### src/rtl/regfile_cmd_ctrl.sv
// regfile_cmd_ctrl: decodes write/read command frames from a serial byte
// stream, drives the RegFile port and returns read data as two bytes.
//   Write frame: AA addr data_lo data_hi    Read frame: BB addr
// Optional feature macro: CMD_TIMEOUT_EN -- aborts a frame whose inter-byte
// gap in a collect state reaches TIMEOUT_CYCLES.
module regfile_cmd_ctrl #(
  parameter int DATA_WIDTH     = 16,
  parameter int ADDR_WIDTH     = 3,
  parameter int TIMEOUT_CYCLES = 1024
) (
  input  logic                  clk,
  input  logic                  rst,
  input  logic [7:0]            rx_data,
  input  logic                  rx_valid,
  output logic [DATA_WIDTH-1:0] WrData,
  output logic [ADDR_WIDTH-1:0] address,
  output logic                  WrEn,
  output logic                  RdEn,
  input  logic [DATA_WIDTH-1:0] RdData,
  output logic [7:0]            tx_data,
  output logic                  tx_valid,
  input  logic                  tx_ready,
  output logic                  busy,
  output logic                  frame_err
);

  localparam logic [7:0] HDR_WR    = 8'hAA;
  localparam logic [7:0] HDR_RD    = 8'hBB;
  // Address byte bits above the RegFile address range must be zero.
  localparam logic [7:0] ADDR_MASK = 8'hFF << ADDR_WIDTH;

  // Read data goes out as exactly two bytes; reject any other word width.
  if (DATA_WIDTH != 16 || TIMEOUT_CYCLES < 1) begin : g_param_check
    $error("regfile_cmd_ctrl: DATA_WIDTH must be 16 and TIMEOUT_CYCLES >= 1");
  end

  typedef enum logic [3:0] {
    IDLE, WR_ADDR, WR_DLO, WR_DHI, WR_EXEC,
    RD_ADDR, RD_EXEC, RD_WAIT, TX_LO, TX_HI
  } state_t;

  state_t                  state_q;
  logic [ADDR_WIDTH-1:0]   addr_q;
  logic [7:0]              dlo_q;
  logic [DATA_WIDTH-1:0]   hold_q;
  logic [DATA_WIDTH-1:0]   wrdata_q;
  logic [ADDR_WIDTH-1:0]   address_q;
  logic                    wren_q;
  logic                    rden_q;
  logic [7:0]              tx_data_q;
  logic                    tx_valid_q;
  logic                    busy_q;
  logic                    frame_err_q;
  logic                    timeout_hit;
  logic                    addr_bad;

  assign addr_bad = |(rx_data & ADDR_MASK);

`ifdef CMD_TIMEOUT_EN
  localparam int CNT_W = (TIMEOUT_CYCLES > 1) ? $clog2(TIMEOUT_CYCLES) : 1;
  localparam logic [CNT_W-1:0] CNT_LAST = CNT_W'(TIMEOUT_CYCLES - 1);

  logic [CNT_W-1:0] to_cnt_q;
  logic             collecting;

  assign collecting  = (state_q == WR_ADDR) || (state_q == WR_DLO) ||
                       (state_q == WR_DHI)  || (state_q == RD_ADDR);
  assign timeout_hit = collecting && !rx_valid && (to_cnt_q == CNT_LAST);

  // Inter-byte gap counter: runs only while collecting, restarts on each byte.
  always_ff @(posedge clk or posedge rst) begin
    if (rst) begin
      to_cnt_q <= '0;
    end else if (!collecting || rx_valid || timeout_hit) begin
      to_cnt_q <= '0;
    end else begin
      to_cnt_q <= to_cnt_q + 1'b1;
    end
  end
`else
  assign timeout_hit = 1'b0;
`endif

  // Frame FSM with registered RegFile, transmit and status outputs.
  always_ff @(posedge clk or posedge rst) begin
    if (rst) begin
      state_q     <= IDLE;
      addr_q      <= '0;
      dlo_q       <= '0;
      hold_q      <= '0;
      wrdata_q    <= '0;
      address_q   <= '0;
      wren_q      <= 1'b0;
      rden_q      <= 1'b0;
      tx_data_q   <= '0;
      tx_valid_q  <= 1'b0;
      busy_q      <= 1'b0;
      frame_err_q <= 1'b0;
    end else begin
      wren_q      <= 1'b0;
      rden_q      <= 1'b0;
      frame_err_q <= 1'b0;
      if (timeout_hit) begin
        state_q     <= IDLE;
        frame_err_q <= 1'b1;
      end else begin
        case (state_q)
          IDLE: begin
            if (rx_valid && rx_data == HDR_WR) state_q <= WR_ADDR;
            else if (rx_valid && rx_data == HDR_RD) state_q <= RD_ADDR;
          end
          WR_ADDR: begin
            if (rx_valid) begin
              if (addr_bad) begin
                state_q     <= IDLE;
                frame_err_q <= 1'b1;
              end else begin
                addr_q  <= rx_data[ADDR_WIDTH-1:0];
                state_q <= WR_DLO;
              end
            end
          end
          WR_DLO: begin
            if (rx_valid) begin
              dlo_q   <= rx_data;
              state_q <= WR_DHI;
            end
          end
          WR_DHI: begin
            if (rx_valid) begin
              wrdata_q  <= {rx_data, dlo_q};
              address_q <= addr_q;
              wren_q    <= 1'b1;
              busy_q    <= 1'b1;
              state_q   <= WR_EXEC;
            end
          end
          WR_EXEC: begin
            busy_q  <= 1'b0;
            state_q <= IDLE;
          end
          RD_ADDR: begin
            if (rx_valid) begin
              if (addr_bad) begin
                state_q     <= IDLE;
                frame_err_q <= 1'b1;
              end else begin
                address_q <= rx_data[ADDR_WIDTH-1:0];
                rden_q    <= 1'b1;
                busy_q    <= 1'b1;
                state_q   <= RD_EXEC;
              end
            end
          end
          RD_EXEC: state_q <= RD_WAIT;
          RD_WAIT: begin
            // RegFile data is valid here, one cycle after RdEn.
            hold_q     <= RdData;
            tx_data_q  <= RdData[7:0];
            tx_valid_q <= 1'b1;
            state_q    <= TX_LO;
          end
          TX_LO: begin
            if (tx_ready) begin
              tx_data_q <= hold_q[15:8];
              state_q   <= TX_HI;
            end
          end
          TX_HI: begin
            if (tx_ready) begin
              tx_valid_q <= 1'b0;
              busy_q     <= 1'b0;
              state_q    <= IDLE;
            end
          end
          default: begin
            tx_valid_q <= 1'b0;
            busy_q     <= 1'b0;
            state_q    <= IDLE;
          end
        endcase
      end
    end
  end

  assign WrData    = wrdata_q;
  assign address   = address_q;
  assign WrEn      = wren_q;
  assign RdEn      = rden_q;
  assign tx_data   = tx_data_q;
  assign tx_valid  = tx_valid_q;
  assign busy      = busy_q;
  assign frame_err = frame_err_q;

endmodule

### config.mk
export PLATFORM = sky130hd
export DESIGN_NAME = regfile_cmd_ctrl
export DESIGN_NICKNAME = d
export VERILOG_FILES = /design/src/rtl/regfile_cmd_ctrl.sv
export SDC_FILE = /design/constraint.sdc
export NUM_CORES = 1
export LEC_CHECK = 0
export ABC_CLOCK_PERIOD_IN_PS = 4310
export CAP_MARGIN = 20
export CORE_ASPECT_RATIO = 0.8
export CORE_MARGIN = 5
export CORE_UTILIZATION = 50
export CTS_CLUSTER_DIAMETER = 30
export DETAILED_ROUTE_END_ITERATION = 8
export HOLD_SLACK_MARGIN = 0.15
export PLACE_DENSITY = 0.79
export SLEW_MARGIN = 20
export SYNTH_ARGS = -nofsm -noshare
export SYNTH_HDL_FRONTEND = slang
export SYNTH_SLANG_ARGS = --single-unit
### constraint.sdc
create_clock -name clk -period 4.31 [get_ports clk]
set_input_delay 0.862 -clock clk [delete_from_list [all_inputs] [get_ports clk]]
set_output_delay 0.862 -clock clk [all_outputs]
set_load 0.05 [all_outputs]
==> results of run 1 <==
==> metal layers <==
metal / vias up / track usage (%)
li1: 791 / -
met1: 845 / 25.2
met2: 45 / 25.8
met3: 8 / 3.72
met4: 0 / 5.70
met5: - / 0
==> worst max-delay path, stage by stage <==
cell                              delay (ns)
sky130_fd_sc_hd__clkdlybuf4s50_1        0.57
sky130_fd_sc_hd__nor3b_1                0.33
sky130_fd_sc_hd__and3_1                 0.78
sky130_fd_sc_hd__mux2_2                 0.41
==> cell families after synthesis <==
group                  count (synthesis)  synth area share, %
AO/OA/AOI/OAI                         38                 13.1
XOR/XNOR                               1                0.352
buffers and inverters                 18                 4.33
flip-flops                            55                 55.4
multiplexers                          40                 17.9
AND/OR/NAND/NOR                       33                 8.91
==> Yosys cell counts (2+ instances only) <==
library cell / number
sky130_fd_sc_hd__mux2i_1: 4
sky130_fd_sc_hd__nor3_1: 4
sky130_fd_sc_hd__a21oi_1: 5
sky130_fd_sc_hd__a31oi_1: 2
sky130_fd_sc_hd__buf_2: 8
sky130_fd_sc_hd__o22ai_1: 9
sky130_fd_sc_hd__inv_1: 5
sky130_fd_sc_hd__and3_1: 4
sky130_fd_sc_hd__nor2b_1: 4
sky130_fd_sc_hd__a2bb2oi_2: 8
sky130_fd_sc_hd__buf_6: 4
sky130_fd_sc_hd__nand2b_1: 2
sky130_fd_sc_hd__nor2_1: 3
sky130_fd_sc_hd__a211oi_1: 2
sky130_fd_sc_hd__or2_2: 2
sky130_fd_sc_hd__nand2_1: 3
sky130_fd_sc_hd__dfrtp_1: 55
sky130_fd_sc_hd__mux2_2: 35
sky130_fd_sc_hd__o41ai_1: 2
==> final timing paths <==
check / end / depth (start not counted)
worst max-delay path: WrData[0]$_DFFE_PP0P_ / 4
worst min-delay path: dlo_q[1]$_DFFE_PP0P_ / 1
worst max register to register: WrData[0]$_DFFE_PP0P_ / 3
worst min register to register: dlo_q[1]$_DFFE_PP0P_ / 1
max in group asynchronous: addr_q[1]$_DFFE_PP0P_ / 3
min in group asynchronous: tx_data[2]$_DFFE_PP0P_ / 2
==> stage by stage <==
step	utilization [%]	total power [uW]	setup WS, ns	hold slack [ns]	cell area, um2
4_1_cts	64.7	2140	1.52	0.508	3180
3_5_place_dp	62.6	1810	1.18	0.488	3080
6_report	64.7	2120	1.53	0.509	3180
3_3_place_gp	62.6	1780	1.22	0.481	3080
2_1_floorplan	-	1530	2.11	0.474	2490
5_1_grt	64.7	2250	1.34	0.526	3180
==> state kept, by name (all words and copies together) (netlist names), 3 cells and up <==
register and flops:
WrData 16, dlo_q 8, hold_q 8, state_q 4, address 3, tx_data 8
addr_q 3
==> power by group through the flow <==
stage	Combinational [uW]	Clock (uW)	Sequential [uW]
finish	955	328	837
global route	1020	360	869
CTS	964	337	839
detailed placement	961	0	848
global placement	941	0	844
floorplan	402	0	1120
==> cells in the final DEF (no fill, tap or decap), types with 2 or more instances in the layout <==
| master | count |
|---|---|
| sky130_fd_sc_hd__a2bb2oi_2 | 8 |
| sky130_fd_sc_hd__inv_1 | 4 |
| sky130_fd_sc_hd__nand2b_1 | 2 |
| sky130_fd_sc_hd__dfrtp_1 | 55 |
| sky130_fd_sc_hd__nor2_1 | 3 |
| sky130_fd_sc_hd__o41ai_1 | 2 |
| sky130_fd_sc_hd__clkbuf_8 | 5 |
| sky130_fd_sc_hd__mux2_2 | 35 |
| sky130_fd_sc_hd__or2_2 | 2 |
| sky130_fd_sc_hd__a21oi_1 | 5 |
| sky130_fd_sc_hd__nor3_1 | 4 |
| sky130_fd_sc_hd__a31oi_1 | 2 |
| sky130_fd_sc_hd__clkdlybuf4s50_1 | 59 |
| sky130_fd_sc_hd__o22ai_1 | 9 |
| sky130_fd_sc_hd__nor2b_1 | 4 |
| sky130_fd_sc_hd__and3_1 | 4 |
| sky130_fd_sc_hd__nand2_1 | 3 |
| sky130_fd_sc_hd__a211oi_1 | 2 |
| sky130_fd_sc_hd__mux2i_1 | 4 |
| sky130_fd_sc_hd__buf_4 | 2 |
==> layout make-up <==
| cell class | instances | area [um2] |
|---|---|---|
| clock buffer | 6 | 72.6 |
| tap | 62 | 77.6 |
| inverter | 5 | 18.8 |
| multi-input combinational | 112 | 1000 |
| timing repair buffer | 61 | 606 |
| sequential | 55 | 1380 |
| fill | 385 | 1740 |
| clock inverter | 1 | 30.0 |
==> metrics list, run 1 <==
* Chip Width: 88.8 um
- The cell count after synthesis came out at 185.
- Setup total negative slack: 0 ns
* Number of setup violations in the final report: 0
- Clock slew at reported path FFs: 0.09 ns
- The clock drives 55 sinks.
- Via count of the first global-routing pass: 1751
- The detailed router finished its first iteration with 46 violations.
- VDD sags by at most 0.000382 V.
* Metal3 WL: 248 um
* Max-slew headroom: 42.3%
- Leading cell types by total area after synthesis: sky130_fd_sc_hd__dfrtp_1, sky130_fd_sc_hd__mux2_2, sky130_fd_sc_hd__a2bb2oi_2
- Top cell type by total area after synthesis: sky130_fd_sc_hd__dfrtp_1
- Fraction of layout cells with a size suffix above 1: 24.6%
* Vias per std cell: 5.59
- Net Sw Power: 843 uW
- CP Data Required Time: 4.50 ns
* Kind of end point of the critical path: flip-flop
- Initial Util: 50.5%
- After synthesis, flip-flops and latches occupy 55.4% of the total area.
- In this run switching power makes up 39.7% of total power.
* Synthesized net count: 213
- Number of port buffers: 59
- Summed over all cells, the static leakage comes to 0.00140 uW.
- Number of setup buffers added after CTS: 0
- At the worst endpoint, the arrival time is 2.97 ns.
- Final hold vios: 0
- Shortest clock period the worst path allows after layout: 2.78 ns
- Summed over all layers, the routed wires come to 5010 um.
- Top layer used by detailed routing: met4
- Synthesis warning total: 0
- The die is 73.1 um tall.
- The clock network burns 15.5% of the power.
* Estimated wirelength of the detail-placed design: 3610 um
- Critical Path Start: rx_valid
- For this run, the post-layout net count is 268.
* Synth async-reset ratio: 100%
* Class of the most critical setup path: in -> reg
- Worst Skew: 0.00515 ns
- Synthesized area per cell: 13.4 um2
- Global placer's final weighted congestion: 0.862
* Pwr Density: 666 nW/um2
* Type of the most critical hold path: reg -> reg
- Via Count: 1689
- Transition at the pin with the smallest max-transition slack: 0.865 ns
- Depth of the CTS H-tree: 2
- Buffers from clock root to sink, at most: 2
* Worst-Skew Late Latency: 0.30 ns
- Excluding fillers, the count of instances in the completed layout stands at 302.
- TritonCTS built the clock tree.
- The share of total power dissipated in combinational logic is 45.0%.
* Final worst path period share: 64.4%
* TritonCTS Buffers: 5
- The first global-routing pass estimated 8630 um of wire.
- After floorplanning, the core was sized to cover 4920 um2.
* Number of cell rows: 23
- Result of the run: finished clean
- Flop and latch count out of synthesis: 55
* Number of maximum-capacitance constraint violations: 0
- For this block, wires on met1 add up to 2280 um.
- Number of cells upsized or downsized after cts: 0
* Worst R2R Setup Slack: 2.06 ns
- The number of max-slew violations in the final report came to 0.
- Count of TritonRoute iterations in the first routing pass: 4
- WL/cell: 16.6 um
- Setup repair after global routing left no endpoint under its margin.
- Internal power contribution: 1280 uW
- Num ports: 60
- The number of hold buffers added after CTS was 0.
- The repair_antennas step left the layout with diodes totalling 0.
- Number of enable-type register cells in the synthesized netlist: 0
* Cell at the root of the clock tree: sky130_fd_sc_hd__clkbuf_8
* Worst Setup Start Kind: input port
- Highest net fanout along the worst path: 21
* Main flop type after synthesis: sky130_fd_sc_hd__dfrtp_1
* Largest net degree at the start of global routing: 37
- Global routing used 17.3% of the available tracks across all layers.
* Fraction of synthesized cell area taken by the top area cell type: 55.4%
- Number of library cell types mapped by synthesis: 43
- The worst register-to-register path begins at state_q[2]$_DFFE_PP0P_.
- Once detail routing completed, the nets flagged for antenna violations numbered 0.
* Overall die area: 6490 um2
- In the routed design, unresolved DRC markers number 0.
- Worst hold start: dlo_q[1]$_DFFE_PP0P_
* Cell Area, Synth: 2490 um2
* Detailed route wirelength on metal2: 2420 um
* Overflow left after global routing: 0
- The initial antenna violation count came to 0.
* Fmax achieved: 360 MHz
* Placed cell count: 295
- Register share of total power: 39.5%
- Relative to the synthesized area, the layout overhead comes to 28.0%.
No activity file was read; power rests on OpenSTA's default activity.
==> inputs of run 2 (changes only) <==
--- a/config.mk
+++ b/config.mk
@@ -5,15 +5,15 @@
 export SDC_FILE = /design/constraint.sdc
 export NUM_CORES = 1
 export LEC_CHECK = 0
-export ABC_CLOCK_PERIOD_IN_PS = 4310
+export ABC_CLOCK_PERIOD_IN_PS = 2900
 export CAP_MARGIN = 20
 export CORE_ASPECT_RATIO = 0.8
 export CORE_MARGIN = 5
-export CORE_UTILIZATION = 50
+export CORE_UTILIZATION = 49
 export CTS_CLUSTER_DIAMETER = 30
 export DETAILED_ROUTE_END_ITERATION = 8
 export HOLD_SLACK_MARGIN = 0.15
-export PLACE_DENSITY = 0.79
+export PLACE_DENSITY = 0.78
 export SLEW_MARGIN = 20
 export SYNTH_ARGS = -nofsm -noshare
 export SYNTH_HDL_FRONTEND = slang
==> constraint.sdc (replaced) <==
create_clock -name clk -period 2.9 [get_ports clk]
set_input_delay 0.58 -clock clk [delete_from_list [all_inputs] [get_ports clk]]
set_output_delay 0.58 -clock clk [all_outputs]
set_load 0.05 [all_outputs]
==> run 2 against run 1 <==
  * Non-clock buffer count up 3
  * First-iteration DRC count is 20% higher
  * Global-route usage decreased by 0.74 points
  * Combinational power grew 50%
  * Die area rose by 1.8%
  * Via count fell by 0.83%
  * Sequential power up 48%
  * Sequential cell count unchanged
  * Critical path type unchanged
  * Largest power group unchanged
==> metrics list, run 2 (synthesis results as in run 1) <==
* Unrepaired setup endpoints after global routing: false
* Worst Skew: 0.00518 ns
- Detailed router's first-iteration violation count: 55
- In the final timing run, aggregate negative setup slack is 0 ns.
* Overall die area: 6610 um2
- Summed over all nets, wire length on met2 after detailed routing comes to 2390 um.
* Max-slew headroom: 62.2%
* Num ports: 60
- The finished layout holds 306 standard cells, fillers aside.
* Depth of the CTS H-tree: 2
* Core area: 4950 um2
- Worst R2R Setup Slack: 0.85 ns
* Critical Path Start: rx_valid
- Transition at the pin with the smallest max-transition slack: 0.567 ns
- The layout has 398 filler cells.
* Placed cell count: 298
- Wire length of the first global-routing pass: 8350 um
* Reg2reg end: tx_data[0]$_DFFE_PP0P_
- Number of port buffers: 59
* Chip Width: 89.6 um
- For this block, wires on met1 add up to 2290 um.
- The number of global-route vias before repair came to 1729.
* Number of setup violations in the final report: 0
- # clock sinks: 55
- The clock reaches the later pin of the worst-skew pair after 0.30 ns.
- Once the clock tree was built, the resizer swapped 0 gates to a different size.
- TritonCTS built the clock tree.
- From synthesis to final layout, the design area changed by 30.0%.
* Pwr Density: 987 nW/um2
- Number of inserted diodes: 0
- Post-detailed-route count of antenna-violating nets: 0
- Number of setup buffers added after CTS: 0
- Worst Setup Start Kind: input port
- Number of maximum-capacitance constraint violations: 0
* Largest net degree at the start of global routing: 32
- For this configuration, the core starts out at a cell density of 50.2%.
- Class of the most critical setup path: in -> reg
* Number of cell rows: 23
* Clock slew at reported path FFs: 0.09 ns
* Maximum resistive drop on vdd: 0.000474 V
- Fraction of layout cells with a size suffix above 1: 26.2%
- Type of the most critical hold path: reg -> reg
- Total DRC errors in the routed layout: 0
* Fmax achieved: 445 MHz
- Worst hold start: dlo_q[2]$_DFFE_PP0P_
* Final hold vios: 0
- Final net count: 271
- WL/cell: 16.3 um
- Hold_buf cts: 0
* Flip-flop count of the largest register, all copies and words added: 16
- Endpoint of the worst hold path: dlo_q[2]$_DFFE_PP0P_
- In the detailed route, the total length drawn on met3 is 238 um.
- Path depth of the worst reg2reg path: 4
- Static leakage: 0.00143 uW
- Count of TritonRoute iterations in the first routing pass: 5
- TritonCTS Buffers: 5
- In the global route stage, overall resource usage came out at 16.6%.
- Final worst path period share: 77.5%
- Worst-case hold slack: 0.507 ns
- After global routing the overflow that remains totals 0.
* Kind of end point of the critical path: flip-flop
- Result of the run: finished clean
- Counting along the longest clock path gives a buffer depth of 2.
- The highest layer touched by signal routing is met4.
* Highest net fanout along the worst path: 21
* Via Count: 1675
- Dividing the detail-routed via count by the number of cells gives 5.47.
- After legalization and detailed placement, the total HPWL measured 3570 um.
- CP Data Required Time: 3.09 ns
* Global placer's final weighted congestion: 0.859
- In this run the critical register-to-register path is launched from state_q[3]$_DFFE_PP0P_.
- Sum of routed wire length over all layers: 4990 um
* Leading cell type in the layout, fill and taps excluded: sky130_fd_sc_hd__clkdlybuf4s50_1
- Along the worst hold path, the cell count comes to 1.
- Number of antenna violations at the first check in global routing: 0
- Shortest clock period the worst path allows after layout: 2.25 ns
* Die Ht: 73.7 um
- Number of pins with negative max-slew slack in the final report: 0
* Top library cells by usage in the layout, fill and taps aside: sky130_fd_sc_hd__clkdlybuf4s50_1, sky130_fd_sc_hd__dfrtp_1, sky130_fd_sc_hd__mux2_2, sky130_fd_sc_hd__o22ai_1, sky130_fd_sc_hd__a2bb2oi_2
* Cell at the root of the clock tree: sky130_fd_sc_hd__clkbuf_8
* Data arrival time of the worst path: 2.44 ns
run 2: critical path, stage by stage:
cell and delay [ns]:
sky130_fd_sc_hd__clkdlybuf4s50_1 0.58, sky130_fd_sc_hd__nor3b_1 0.42, sky130_fd_sc_hd__and3_1 0.22, sky130_fd_sc_hd__buf_4 0.26
sky130_fd_sc_hd__mux2_2 0.36
run 2: how the worst max path moves through the flow:
| stage | to | slack, ns | depth (start not counted) |
|---|---|---|---|
| floorplan | RdEn$_DFF_PP0_ | 0.98 | 1 |
| global placement | WrData[2]$_DFFE_PP0P_ | 0.52 | 5 |
| detailed placement | WrData[6]$_DFFE_PP0P_ | 0.40 | 5 |
| CTS | WrData[6]$_DFFE_PP0P_ | 0.68 | 5 |
| global route | WrData[1]$_DFFE_PP0P_ | 0.51 | 5 |
| finish | WrData[1]$_DFFE_PP0P_ | 0.65 | 5 |
run 2: final cells by class:
| cell class | instances | area [um2] | share of cell area [%] |
|---|---|---|---|
| clock buffer | 6 | 82.6 | 2.55 |
| clock inverter | 2 | 35.0 | 1.08 |
| inverter | 5 | 18.8 | 0.580 |
| multi-input combinational | 112 | 1000 | 31.0 |
| sequential | 55 | 1380 | 42.6 |
| tap | 62 | 77.6 | 2.40 |
| timing repair buffer | 64 | 641 | 19.8 |
run 2: power breakdown:
group	internal, uW	switching [uW]	total [uW]
sequential	1040	207	1240
clock	280	239	518
combinational	624	804	1430
total	1940	1250	3190
run 2: metal layers:
layer | GRT usage, % | vias to the layer above
met4 | 6.12 | 0
li1 | - | 806
met1 | 23.7 | 822
met2 | 25.0 | 41
met5 | 0 | -
met3 | 3.25 | 6
run 2: metrics by stage:
stage | total power (uW) | instance area, um2 | util [%] | worst slack (ns)
2_1_floorplan | 2270 | 2490 | - | 0.977
3_3_place_gp | 2670 | 3120 | 62.9 | 0.525
3_5_place_dp | 2700 | 3120 | 62.9 | 0.398
4_1_cts | 3230 | 3230 | 65.3 | 0.678
5_1_grt | 3370 | 3230 | 65.3 | 0.508
6_report | 3190 | 3230 | 65.3 | 0.654
==> inputs of run 3 (changes only) <==
--- a/config.mk
+++ b/config.mk
@@ -5,7 +5,7 @@
 export SDC_FILE = /design/constraint.sdc
 export NUM_CORES = 1
 export LEC_CHECK = 0
-export ABC_CLOCK_PERIOD_IN_PS = 2900
+export ABC_CLOCK_PERIOD_IN_PS = 2200
 export CAP_MARGIN = 20
 export CORE_ASPECT_RATIO = 0.8
 export CORE_MARGIN = 5
==> constraint.sdc (replaced) <==
create_clock -name clk -period 2.2 [get_ports clk]
set_input_delay 0.44 -clock clk [delete_from_list [all_inputs] [get_ports clk]]
set_output_delay 0.44 -clock clk [all_outputs]
set_load 0.05 [all_outputs]
==> run 3 against run 2 <==
  * Sequential share of layout area shrank 1.2 points
  * Die area stayed put
  * Clock power rose by 16%
  * Critical path depth unchanged
  * Sequential power grew 27%
  * Largest cell class unchanged
  * Highest routed layer unchanged
==> metrics list, run 3 (synthesis results as in run 1) <==
* Die Ht: 73.7 um
- Sw frac: 40.0%
- Count of TritonRoute iterations in the first routing pass: 4
- Via Count: 1752
- Sequential cells account for 37.5% of the total power.
- Clock network fraction of design power: 14.2%
* Internal power contribution: 2530 uW
- The clock net in this run drives a total of 55 sinks.
* Pre-CTS WS: -0.0631 ns
- The congestion estimate from routability-driven global placement came to 0.863.
* Number of setup violations in the final report: 0
- Across the whole layout, storage elements account for 1380 um2.
* Detailed router's first-iteration violation count: 59
* Pwr Density: 1270 nW/um2
- Static timing analysis puts the maximum clock frequency at 510 MHz.
- TritonCTS built the clock tree.
* Class of the most critical setup path: in -> reg
* Result of the run: finished clean
* Worst Setup Start Kind: input port
- For the pin with the worst max-slew slack, the measured transition is 0.521 ns.
- Kind of end point of the critical path: flip-flop
* Number of pins with negative max-slew slack in the final report: 0
- The worst-case IR drop observed on VDD is 0.000714 V.
- met2 is the most crowded layer.
- Global routing used 17.7% of the available tracks across all layers.
* GR Layer Usage met3: 3.36%
- Entering global routing, the biggest net connects 39 pins.
- Estimated wirelength of the detail-placed design: 3900 um
* Area growth syn-to-layout: 33.8%
* Worst-Skew Late Latency: 0.31 ns
* Total DRC errors in the routed layout: 0
- At the end of the flow, the number of nets in the layout was 284.
* Clock slew at reported path FFs: 0.09 ns
- The floorplan step set the die width to 89.6 um.
* Cell chain of the critical path: clkdlybuf4s50_1 > nand4b_1 > o41ai_1 > and3_1 > mux2_1
* Cell at the root of the clock tree: sky130_fd_sc_hd__clkbuf_8
- The post-route netlist has 29.6% of its cells at a drive strength greater than 1.
- Number of maximum-capacitance constraint violations: 0
- In this design, the stage delay of the slowest critical-path cell is 0.54 ns.
* Number of setup buffers added after CTS: 0
- In this run the static leakage power is 0.00149 uW.
* Cell with the biggest individual delay on the critical path: sky130_fd_sc_hd__clkdlybuf4s50_1
* Max-slew headroom: 65.1%
* Unrepaired setup endpoints after global routing: false
- In this run the power spent charging and discharging nets is 1680 uW.
* Count of placed standard cells in the final layout, fillers left out: 319
- After clock tree synthesis, the flow added hold-fix buffers numbering 0.
- Number of antenna violations at the first check in global routing: 0
* Buffers from clock root to sink, at most: 2
- The register with the most flip-flops in the layout has 16 of them.
- Summed over all failing endpoints, the final setup total negative slack is 0 ns.
- Worst-case hold slack: 0.432 ns
* Worst path setup slack after routing: 0.241 ns
- WL/cell: 16.9 um
* Worst Skew: 0.00596 ns
- Initial Util: 50.2%
- Data arrival time of the worst path: 2.15 ns
- Combinational cells account for 48.3% of the total power.
- Post-detailed-route count of antenna-violating nets: 0
- GR Util met2: 27.6%
- Final hold vios: 0
- The repair_antennas step left the layout with diodes totalling 0.
* Multi-input logic area: 1000 um2
- Sum of routed wire length over all layers: 5380 um
- Dividing the detail-routed via count by the number of cells gives 5.49.
- Leading cell type in the layout, fill and taps excluded: sky130_fd_sc_hd__clkdlybuf4s50_1
- Via count of the first global-routing pass: 1770
- Post-CTS repair changed the size of 0 cells.
* Overflow left after global routing: 0
* Depth of the CTS H-tree: 2
- Type of the most critical hold path: in -> async
* Final core utilization: 67.2%
- Core area: 4950 um2
* TritonCTS Buffers: 5
- Final worst path period share: 89.1%
* Overall die area: 6610 um2
- The floorplan has 23 rows.
- Filler Cell Count: 376
- STA puts the critical path data required time at 2.39 ns.
- For this run, global-route usage on met1 was measured as 25.0%.
- In this run the count of I/O pins placed on the die edge is 60.
- Once placement completed, the tool counted placed cells totaling 311.
- The first global-routing pass estimated 8830 um of wire.
- Of all nets on the critical path, the largest fanout is 4.
* Top library cells by usage in the layout, fill and taps aside: sky130_fd_sc_hd__clkdlybuf4s50_1, sky130_fd_sc_hd__dfrtp_1, sky130_fd_sc_hd__mux2_2, sky130_fd_sc_hd__buf_4, sky130_fd_sc_hd__o22ai_1
* Shortest clock period the worst path allows after layout: 1.96 ns
* Number of port buffers: 59
-- run 3: power groups by stage --
stage / sequential (uW) / combinational [uW] / clock [uW]
global route: 1630 / 2160 / 652
floorplan: 2200 / 787 / 0
detailed placement: 1600 / 2040 / 0
global placement: 1580 / 2000 / 0
finish: 1580 / 2030 / 599
CTS: 1580 / 2050 / 619
-- run 3: cell type report --
cell class                 instances  area share [%]
timing repair buffer              77            22.6
sequential                        55            41.4
multi-input combinational        112            30.1
tap                               62            2.33
clock buffer                       8            3.01
inverter                           5           0.564
-- run 3: through the flow --
step | power (uW) | cell area (um2)
detailed placement | 3640 | 3230
CTS | 4250 | 3330
global route | 4440 | 3330
floorplan | 2990 | 2490
global placement | 3580 | 3230
finish | 4210 | 3330
-- run 3: final timing paths --
kind / startpoint / endpoint / slack, ns / cells past startpoint
setup / recovery: rx_data[5] / state_q[0]$_DFFE_PP0P_ / 0.24 / 5
hold / removal: rst / tx_data[1]$_DFFE_PP0P_ / 0.43 / 2
setup reg to reg: state_q[3]$_DFFE_PP0P_ / tx_data[0]$_DFFE_PP0P_ / 0.25 / 4
hold reg to reg: dlo_q[5]$_DFFE_PP0P_ / dlo_q[5]$_DFFE_PP0P_ / 0.50 / 1
max in group asynchronous: rst / WrData[14]$_DFFE_PP0P_ / 1.24 / 3
min in group clk: dlo_q[5]$_DFFE_PP0P_ / dlo_q[5]$_DFFE_PP0P_ / 0.50 / 1
-- run 3: worst max-delay path, delay by kind of cell --
| family | cells | cell delay, ns |
|---|---|---|
| buffers and inverters | 1 | 0.54 |
| and+or+nand+nor | 2 | 0.44 |
| AOI/OAI and AO/OA | 1 | 0.39 |
| muxes | 1 | 0.34 |
-- run 3: routing by layer --
layer | share of wire, % | wire, um
met1 | 47 | 2530
met2 | 48 | 2560
met3 | 4.2 | 227
met4 | 1.1 | 61
met5 | 0 | 0
